==> config.mk <==
export PLATFORM = sky130hd
export DESIGN_NAME = uart_rx_frame_parser
export DESIGN_NICKNAME = d
export VERILOG_FILES = /design/src/rtl/uart_pkg.sv /design/src/rtl/uart_fifo_fetch.sv /design/src/rtl/uart_rx_frame_parser.sv
export SDC_FILE = /design/constraint.sdc
export NUM_CORES = 1
export LEC_CHECK = 0
export ABC_AREA = 1
export CORE_AREA = 2 2 73 75
export CTS_CLUSTER_DIAMETER = 100
export DETAILED_ROUTE_END_ITERATION = 7
export DIE_AREA = 0 0 75 77
export PLACE_DENSITY = 0.7
export SETUP_SLACK_MARGIN = 0.5
export SLEW_MARGIN = 10
export SYNTH_ARGS = -nofsm -noshare
export SYNTH_HDL_FRONTEND = slang
export SYNTH_SLANG_ARGS = --single-unit
==> constraint.sdc <==
create_clock -name clk -period 2.55 [get_ports clk]
set_clock_uncertainty 0.2 [all_clocks]
set_input_delay 0.765 -clock clk [delete_from_list [all_inputs] [get_ports clk]]
set_output_delay 0.765 -clock clk [all_outputs]
set_load 0.03 [all_outputs]
==> src/rtl/uart_pkg.sv <==
// Shared definitions for the UART Rx frame parser: default start-of-frame marker,
// parser phase and FIFO fetch encodings, error codes and a small 8-bit add helper.
package uart_pkg;

  localparam logic [7:0] SOF_DEFAULT = 8'h7E;

  // Frame phase, advanced once per captured byte.
  typedef enum logic [1:0] {
    HUNT,
    LEN,
    PAYLOAD,
    CKS
  } phase_e;

  // FIFO-side handshake state.
  typedef enum logic [1:0] {
    FETCH,
    CAPTURE,
    HOLD
  } fetch_e;

  localparam logic [1:0] ERR_NONE = 2'd0;
  localparam logic [1:0] ERR_LEN  = 2'd1;
  localparam logic [1:0] ERR_CKS  = 2'd2;
  localparam logic [1:0] ERR_TMO  = 2'd3;

  // Modulo-256 add used for the running checksum.
  function automatic logic [7:0] add8(input logic [7:0] a, input logic [7:0] b);
    return a + b;
  endfunction

endpackage

==> src/rtl/uart_fifo_fetch.sv <==
// FIFO-side pop handshake for the UART Rx frame parser.
// While req is high and the FIFO is not empty, pulses fifo_rd for one cycle, then presents
// the FIFO read data on byte_data with a one-cycle byte_vld in the following cycle.
// Ports:
//   clk, rst          clock, asynchronous active-high reset
//   req               consumer wants another byte
//   fifo_empty        Rx FIFO empty flag
//   fifo_rd           Rx FIFO pop strobe (never asserted while fifo_empty)
//   fifo_data         Rx FIFO read data, valid the cycle after fifo_rd
//   byte_data         captured byte, qualified by byte_vld
//   byte_vld          one-cycle pulse per popped byte
module uart_fifo_fetch
  import uart_pkg::*;
#(
  parameter int unsigned dbit = 8
) (
  input  logic            clk,
  input  logic            rst,
  input  logic            req,
  input  logic            fifo_empty,
  output logic            fifo_rd,
  input  logic [dbit-1:0] fifo_data,
  output logic [dbit-1:0] byte_data,
  output logic            byte_vld
);

  fetch_e state_q, state_d;

  always_ff @(posedge clk or posedge rst) begin
    if (rst) begin
      state_q <= HOLD;
    end else begin
      state_q <= state_d;
    end
  end

  // HOLD is the reset/idle state, so fifo_rd stays low while reset is released even if
  // the FIFO already holds data.
  always_comb begin
    state_d  = state_q;
    fifo_rd  = 1'b0;
    byte_vld = 1'b0;
    unique case (state_q)
      HOLD: begin
        if (req) state_d = FETCH;
      end
      FETCH: begin
        if (!req) begin
          state_d = HOLD;
        end else if (!fifo_empty) begin
          fifo_rd = 1'b1;
          state_d = CAPTURE;
        end
      end
      CAPTURE: begin
        byte_vld = 1'b1;
        state_d  = FETCH;
      end
      default: state_d = HOLD;
    endcase
  end

  // Read data is only consumed while byte_vld is high (the CAPTURE cycle).
  assign byte_data = fifo_data;

endmodule

==> src/rtl/uart_rx_frame_parser.sv <==
// UART Rx frame parser: pops bytes from the Rx FIFO, hunts for start-of-frame, checks the
// LEN field and the 8-bit checksum, and streams payload bytes on a valid/ready interface.
// Frame: SOF, LEN, payload[LEN], CKS; good when (LEN + sum(payload) + CKS) mod 256 == 0.
// Optional feature: define UART_PARSER_TIMEOUT_EN to build the inter-byte timeout, which
// aborts a frame with err_code 3 after tmo_cyc cycles spent waiting on an empty FIFO.
// Ports:
//   clk, rst     clock, asynchronous active-high reset
//   fifo_empty   Rx FIFO empty flag
//   fifo_rd      Rx FIFO pop strobe
//   fifo_data    Rx FIFO read data
//   m_data       payload byte, m_valid/m_ready handshake, m_last on final byte
//   frame_ok     1-cycle pulse, checksum correct
//   frame_err    1-cycle pulse, frame rejected
//   err_code     0 none, 1 bad LEN, 2 bad checksum, 3 timeout; held until next result
module uart_rx_frame_parser
  import uart_pkg::*;
#(
  parameter int unsigned     dbit    = 8,
  parameter int unsigned     max_len = 64,
  parameter logic [dbit-1:0] sof     = SOF_DEFAULT,
  parameter int unsigned     tmo_cyc = 100000
) (
  input  logic            clk,
  input  logic            rst,
  input  logic            fifo_empty,
  output logic            fifo_rd,
  input  logic [dbit-1:0] fifo_data,
  output logic [dbit-1:0] m_data,
  output logic            m_valid,
  input  logic            m_ready,
  output logic            m_last,
  output logic            frame_ok,
  output logic            frame_err,
  output logic [1:0]      err_code
);

  localparam logic [dbit-1:0] MaxLen = dbit'(max_len);

  phase_e          phase_q, phase_d;
  logic [dbit-1:0] cnt_q, cnt_d;
  logic [dbit-1:0] sum_q, sum_d;
  logic [dbit-1:0] m_data_q, m_data_d;
  logic            m_valid_q, m_valid_d;
  logic            m_last_q, m_last_d;
  logic            ok_q, ok_d;
  logic            err_q, err_d;
  logic [1:0]      code_q, code_d;

  logic            req;
  logic [dbit-1:0] byte_data;
  logic            byte_vld;

  // No pop while a payload byte is waiting for m_ready.
  assign req = !m_valid_q;

  uart_fifo_fetch #(
    .dbit(dbit)
  ) u_fetch (
    .clk       (clk),
    .rst       (rst),
    .req       (req),
    .fifo_empty(fifo_empty),
    .fifo_rd   (fifo_rd),
    .fifo_data (fifo_data),
    .byte_data (byte_data),
    .byte_vld  (byte_vld)
  );

`ifdef UART_PARSER_TIMEOUT_EN
  localparam int unsigned TmoW = (tmo_cyc > 1) ? $clog2(tmo_cyc) : 1;

  logic [TmoW-1:0] tmo_q;
  logic            tmo_run;
  logic            tmo_hit;

  // Counts only while mid-frame and starved by the FIFO; m_ready stalls drop req.
  assign tmo_run = (phase_q != HUNT) && req && fifo_empty && !byte_vld;
  assign tmo_hit = tmo_run && (tmo_q == TmoW'(tmo_cyc - 1));

  always_ff @(posedge clk or posedge rst) begin
    if (rst) begin
      tmo_q <= '0;
    end else if (byte_vld || phase_q == HUNT || tmo_hit) begin
      tmo_q <= '0;
    end else if (tmo_run) begin
      tmo_q <= tmo_q + 1'b1;
    end
  end
`endif

  always_ff @(posedge clk or posedge rst) begin
    if (rst) begin
      phase_q   <= HUNT;
      cnt_q     <= '0;
      sum_q     <= '0;
      m_data_q  <= '0;
      m_valid_q <= 1'b0;
      m_last_q  <= 1'b0;
      ok_q      <= 1'b0;
      err_q     <= 1'b0;
      code_q    <= ERR_NONE;
    end else begin
      phase_q   <= phase_d;
      cnt_q     <= cnt_d;
      sum_q     <= sum_d;
      m_data_q  <= m_data_d;
      m_valid_q <= m_valid_d;
      m_last_q  <= m_last_d;
      ok_q      <= ok_d;
      err_q     <= err_d;
      code_q    <= code_d;
    end
  end

  always_comb begin
    phase_d   = phase_q;
    cnt_d     = cnt_q;
    sum_d     = sum_q;
    m_data_d  = m_data_q;
    m_valid_d = m_valid_q;
    m_last_d  = m_last_q;
    ok_d      = 1'b0;
    err_d     = 1'b0;
    code_d    = code_q;

    // Payload accept; byte_vld cannot coincide because req is low while m_valid is high.
    if (m_valid_q && m_ready) begin
      m_valid_d = 1'b0;
      m_last_d  = 1'b0;
      sum_d     = add8(sum_q, m_data_q);
      cnt_d     = cnt_q - 1'b1;
      if (cnt_q == dbit'(1)) phase_d = CKS;
    end

    if (byte_vld) begin
      unique case (phase_q)
        HUNT: begin
          if (byte_data == sof) phase_d = LEN;
        end
        LEN: begin
          if (byte_data == '0 || byte_data > MaxLen) begin
            err_d   = 1'b1;
            code_d  = ERR_LEN;
            phase_d = HUNT;
          end else begin
            cnt_d   = byte_data;
            sum_d   = byte_data;
            phase_d = PAYLOAD;
          end
        end
        PAYLOAD: begin
          m_data_d  = byte_data;
          m_valid_d = 1'b1;
          m_last_d  = (cnt_q == dbit'(1));
        end
        CKS: begin
          if (add8(sum_q, byte_data) == 8'd0) begin
            ok_d   = 1'b1;
            code_d = ERR_NONE;
          end else begin
            err_d  = 1'b1;
            code_d = ERR_CKS;
          end
          phase_d = HUNT;
        end
        default: phase_d = HUNT;
      endcase
    end

`ifdef UART_PARSER_TIMEOUT_EN
    if (tmo_hit) begin
      err_d   = 1'b1;
      code_d  = ERR_TMO;
      phase_d = HUNT;
    end
`endif
  end

  assign m_data    = m_data_q;
  assign m_valid   = m_valid_q;
  assign m_last    = m_last_q;
  assign frame_ok  = ok_q;
  assign frame_err = err_q;
  assign err_code  = code_q;

endmodule
* Word-level counts from Yosys, hierarchy flattened
Index checks and enable logic that the tools add are counted.
Cells by class: magnitude comparators 1, mux-type cells 38, add/sub/neg operators 3, eq/ne operators 10, reductions and logical operators 10
Operator list (number):
- 8-bit 2-to-1 mux | 8
- 2-bit 2-to-1 mux | 10
- 8-bit adder | 2
- 8-bit logical NOT | 2
- 1-bit 2-to-1 mux | 16
- 2-bit case mux with 3 select lines | 2
- 8-bit by 1-bit == test with 1-bit output, second input constant | 1
- 8-bit by 7-bit == test with 1-bit output, second input constant | 1
- 8-bit by 7-bit greater-than comparator with 1-bit output, second input constant | 1
- 8-bit by 1-bit subtractor with 8-bit output, second input constant | 1
- 2-bit == test, second input constant | 3
- 2-bit by 1-bit == test with 1-bit output, second input constant | 2
- 2-bit logical NOT | 2
- 2-bit != test, second input constant | 2
- 2-bit case mux with 2 select lines | 1
- 2-bit AND reduction | 2
- 3-bit != test, second input constant | 1
- 3-bit AND reduction | 1
- 1-bit case mux with 2 select lines | 1
- 2-bit nonzero test | 1
- 1-bit logical AND | 1
- 1-bit logical OR | 1
Storage, ports and cells: register bits after elaboration 34, word-level logic and storage cells 72, output and inout port bits 15

* Depth between registers and ports, before layout
depth in word-level cells 6, depth in mapped cells 12

* By module
Synthesis repeated with hierarchy kept, for this count alone.
Second synthesis, totals: cells, all modules 335, area, all modules 2474.9 µm²
Modules (own cells, without submodules):
- uart_rx_frame_parser | area an instance 2245.9 µm², times used 1, sequential area each 800.8 µm², cells an instance 302
- uart_fifo_fetch | area an instance 229.0 µm², times used 1, sequential area each 51.3 µm², cells an instance 33

* Least setup slack after synthesis
No wires, ideal clock.
kind input -> register, from in fifo_data[0], to reg code_q[1] (netlist: err_code[1]), arrival 2.104 ns, buffers on the path 0, setup time 0.119 ns, stages on the path 9, setup slack 0.126 ns, cell sequence ha_1 fa_1 or2_2 a21oi_1 nand3_1 nor2_1 nand2_1 nand3_1 nand2_1
Between the ends: cells in the longest elaborated chain, start to end 4
RTL lines:
- from (decl) | line uart_rx_frame_parser.sv:27 | input logic [dbit-1:0] fifo_data,
- 8-bit adder, or another cell as far along | line uart_pkg.sv:29 | return a + b;
- 8-bit logical NOT or 1-bit logical OR (tied branches) | line uart_rx_frame_parser.sv:157, uart_rx_frame_parser.sv:141
- 2-bit 2-to-1 mux or 2-bit != test (tied branches)
- 2-bit case mux with 2 select lines or 3-bit AND reduction (tied branches)
- to (signal assigned) | line uart_rx_frame_parser.sv:111 | code_q <= code_d;
- to (decl) | line uart_rx_frame_parser.sv:47 | logic [1:0] code_q, code_d;
Several ways; a longest one is shown, not always the timed one. A chain may end at the register's enable or synchronous reset.

* Final worst setup path
from in fifo_empty, to out fifo_rd
Between the ends: cells in the longest elaborated chain, start to end 3
RTL lines:
- from (decl) | line uart_rx_frame_parser.sv:25 | input logic fifo_empty,
- 1-bit 2-to-1 mux | line uart_fifo_fetch.sv:50 | end else if (!fifo_empty) begin
- 1-bit 2-to-1 mux | line uart_fifo_fetch.sv:48 | if (!req) begin
- 1-bit 2-to-1 mux | line uart_fifo_fetch.sv:43 | unique case (state_q)
- to (decl) | line uart_rx_frame_parser.sv:26 | output logic fifo_rd,
No other way between the ends.

==> impl_results.md <==
- CP top delay family: buffers and inverters
- Initial DRC Count: 79
- Worst path bufs/invs: 2
- Non-Filler Instances: 441
- Clock transition at the registers of the reported paths: about 70 ps
- Die X: 75 um
- Synth Net Count: 349
- Post-synthesis mux area share: 0.473%
- Placed cells: roughly 430
- Most common cell after layout, fill and taps aside: nand2_1
- Slowest cell on the critical path: dlygate4sd2_1
- Final Hold Fails: 0
- CTS tree: built
- Cell row count: 26
- First-pass GRT wire length: 9.74 mm
- Power density cells: 1180 nW/um2
- Status: complete, no violations
- Post-synthesis instance area: about 2400 um2
- Worst Path Class, Setup: in -> out
- RSZ-0062 raised after global routing: true
- Finished Core Util: 63.9%
- Max-cap viol count: 0
- CTS HTree Levels: 2
- Post-Synth XOR/XNOR Area: 3.68%
- Hold Path Class: reg -> reg
- CTS sink count: 34
- Register area share after synthesis: 35.8%
- CP Launch Type: primary input
- Critical Path AT: between 1000 and 1500 ps
- DR DRC count: 0
- Slew margin rel.: 70.1%
- Nets: 403
- DIE HEIGHT: 77 um
- Post-synthesis compound-gate area fraction: 11.8%
- CP Capture Type: primary output
- Largest net degree at the start of global routing: 35
- P&R area growth vs syn: 33.6%
- Starting Density: 47.8%
- Ys Warns: 0
- Period utilisation layout: between 80% and 90%
- DRT Wirelength: 5.90 mm
- Worst Path Required: 1590 ps
- P_leak: 1.65 nW
- Core area: 4980 um2
- CP Cell Sequence: dlygate4sd2_1 -> nor2_4 -> buf_6
- Pre-Repair DR Iteration Count: 5
- Initial antenna violation count: 0
- Routed len/inst: between 10 and 15 um
- CTS root buffer: clkbuf_8
- Fin crit period: 2250 ps
- Main combinational cell family by area after synthesis: simple AND/OR/NAND/NOR gates
- Total number of vias: 2,213
- Total GRT Usage: 21.8%
- CTS buffer count: 5
- Synthesized flop and latch total: 34
- Least-Margin Pin Slew: ~450 ps
- IO Pins: 27
- Vias per std cell: about 5.0
- Total grt overflow: 0
- Peak Freq: 0.445 GHz
- Worst-case clock buffer depth: 2
- Final weighted congestion in routability-driven placement: between 0.8 and 0.9
- Post-DP Area: ~2900 um2
- Final Cell Area: 3180 um2
- Port Buffers: 26
- Setup violators final: 0
- Worst path max stage delay: roughly 270 ps
- DP HPWL: 4.22 mm
- Commonest non-fill, non-tap cells in the layout: nand2_1 (83), inv_1 (46), dfrtp_1 (31)
- Ant. Diodes: 0
- Die Area: 5780 um2
- Post-Synth Adder-Cell Area: 11.7%
- Max-slew violations: 0
- Mean Syn Cell Area: approximately 7.5 um2
- CTS Hold Bufs: 0
- Peak supply drop: 0.000504 V
- Vias in the first global route: 2,127
- Syn Inst Count: 316
- Clk Latency, worst-skew pair: slightly below 300 ps
- Routed Antenna Nets: 0
- Cell variety after synth: 31
- Critical Path Fanout Max: 3
- Post-Synth Simple-Gate Area: 27.5%
- Share of layout cells above drive strength 1: 24.3%
## per-layer routing
layer	part of all wire, %	GRT usage (%)	up-vias
met1	45	30.7	1024
met5	0	0	-
li1	-	-	1127
met4	1.5	6.25	0
met2	48	33.7	54
met3	5.6	4.34	8
## registers in the layout, summed over array words and instances, names as in the netlist
signal,cells
u_fetch.state_q,2
err_code,2
m_data,8
frame_ok,1
sum_q,8
frame_err,1
cnt_q,8
m_last,1
phase_q,2
m_valid,1
## tightest hold or removal path: stages (launching register included)
cell and delay (ps):
dfrtp_1 350, nand2_1 50, nand2_1 50
## synthesized netlist by cell type
library cell	n	area, um2
a21oi_1	13	65.1
a21oi_4	1	16.3
buf_2	1	5.00
buf_6	2	22.5
clkbuf_1	1	3.75
clkinv_2	1	5.00
dfrtp_1	33	826
dfstp_2	1	26.3
fa_1	2	40.0
ha_1	19	238
inv_1	48	180
mux2_2	1	11.3
nand2_1	86	323
nand2_2	2	12.5
nand3_1	20	100
nand3_2	1	10.0
nand3_4	1	17.5
nand3b_1	1	7.51
nand4_1	5	31.3
nor2_1	24	90.1
nor3_1	3	15.0
nor3_4	1	16.3
nor4_1	3	18.8
o211ai_1	2	15.0
o211ai_2	3	37.5
o21ai_0	16	80.1
o21ai_1	12	60.1
o21bai_1	1	7.51
or2_2	2	12.5
xnor2_1	4	35.0
xor2_1	6	52.6
## where the power goes
part	internal, mW	switching, mW	total (mW)
Clock	0.293	0.202	0.495
Combinational	0.960	1.26	2.22
Sequential	0.777	0.276	1.05
## timing repair
item                       CTS  global route
resized for setup           69            28
hold endpoints to repair     0             0
buffers inserted             3             2
setup endpoints to repair   37            28
pin swaps                    9            11
gates cloned                 0             1
## cell type report
type | instances | area, um2
Inverter | 49 | 185
Timing Repair Buffer | 51 | 439
Sequential cell | 34 | 855
Tap cell | 70 | 87.6
Multi-Input combinational cell | 229 | 1510
Clock buffer | 7 | 76.3
Fill cell | 438 | 1800
Clock inverter | 1 | 30.0
## per-stage QoR
step | setup slack (ps) | hold WS, ps | setup TNS (ps) | total power [mW]
global route | 269 | 332 | 0 | 4.10
detailed placement | -454 | 263 | -3250 | 3.07
floorplan | 274 | 275 | 0 | 2.49
global placement | -428 | 259 | -2870 | 3.02
finish | 305 | 277 | 0 | 3.77
CTS | 310 | 280 | 0 | 3.67
## logic make-up after synthesis
| family | after synthesis |
|---|---|
| xor+xnor | 10 |
| fa+ha+maj | 21 |
| simple gates | 149 |
| buf+inv | 53 |
| compound gates | 48 |
| mux | 1 |
| flops | 34 |
## worst paths after layout
check / cells after the start / startpoint / endpoint / slack (ps)
hold / removal: 2 / err_code[0] / err_code[0] / 280
setup / recovery: 3 / fifo_empty / fifo_rd / 300
min in group asynchronous: 3 / rst / cnt_q[5] / 680
max in group asynchronous: 3 / rst / m_data[0] / 1120
hold reg to reg: 2 / err_code[0] / err_code[0] / 280
setup reg to reg: 9 / sum_q[0] / frame_err / 470
Power figures use the tool's default switching activity.
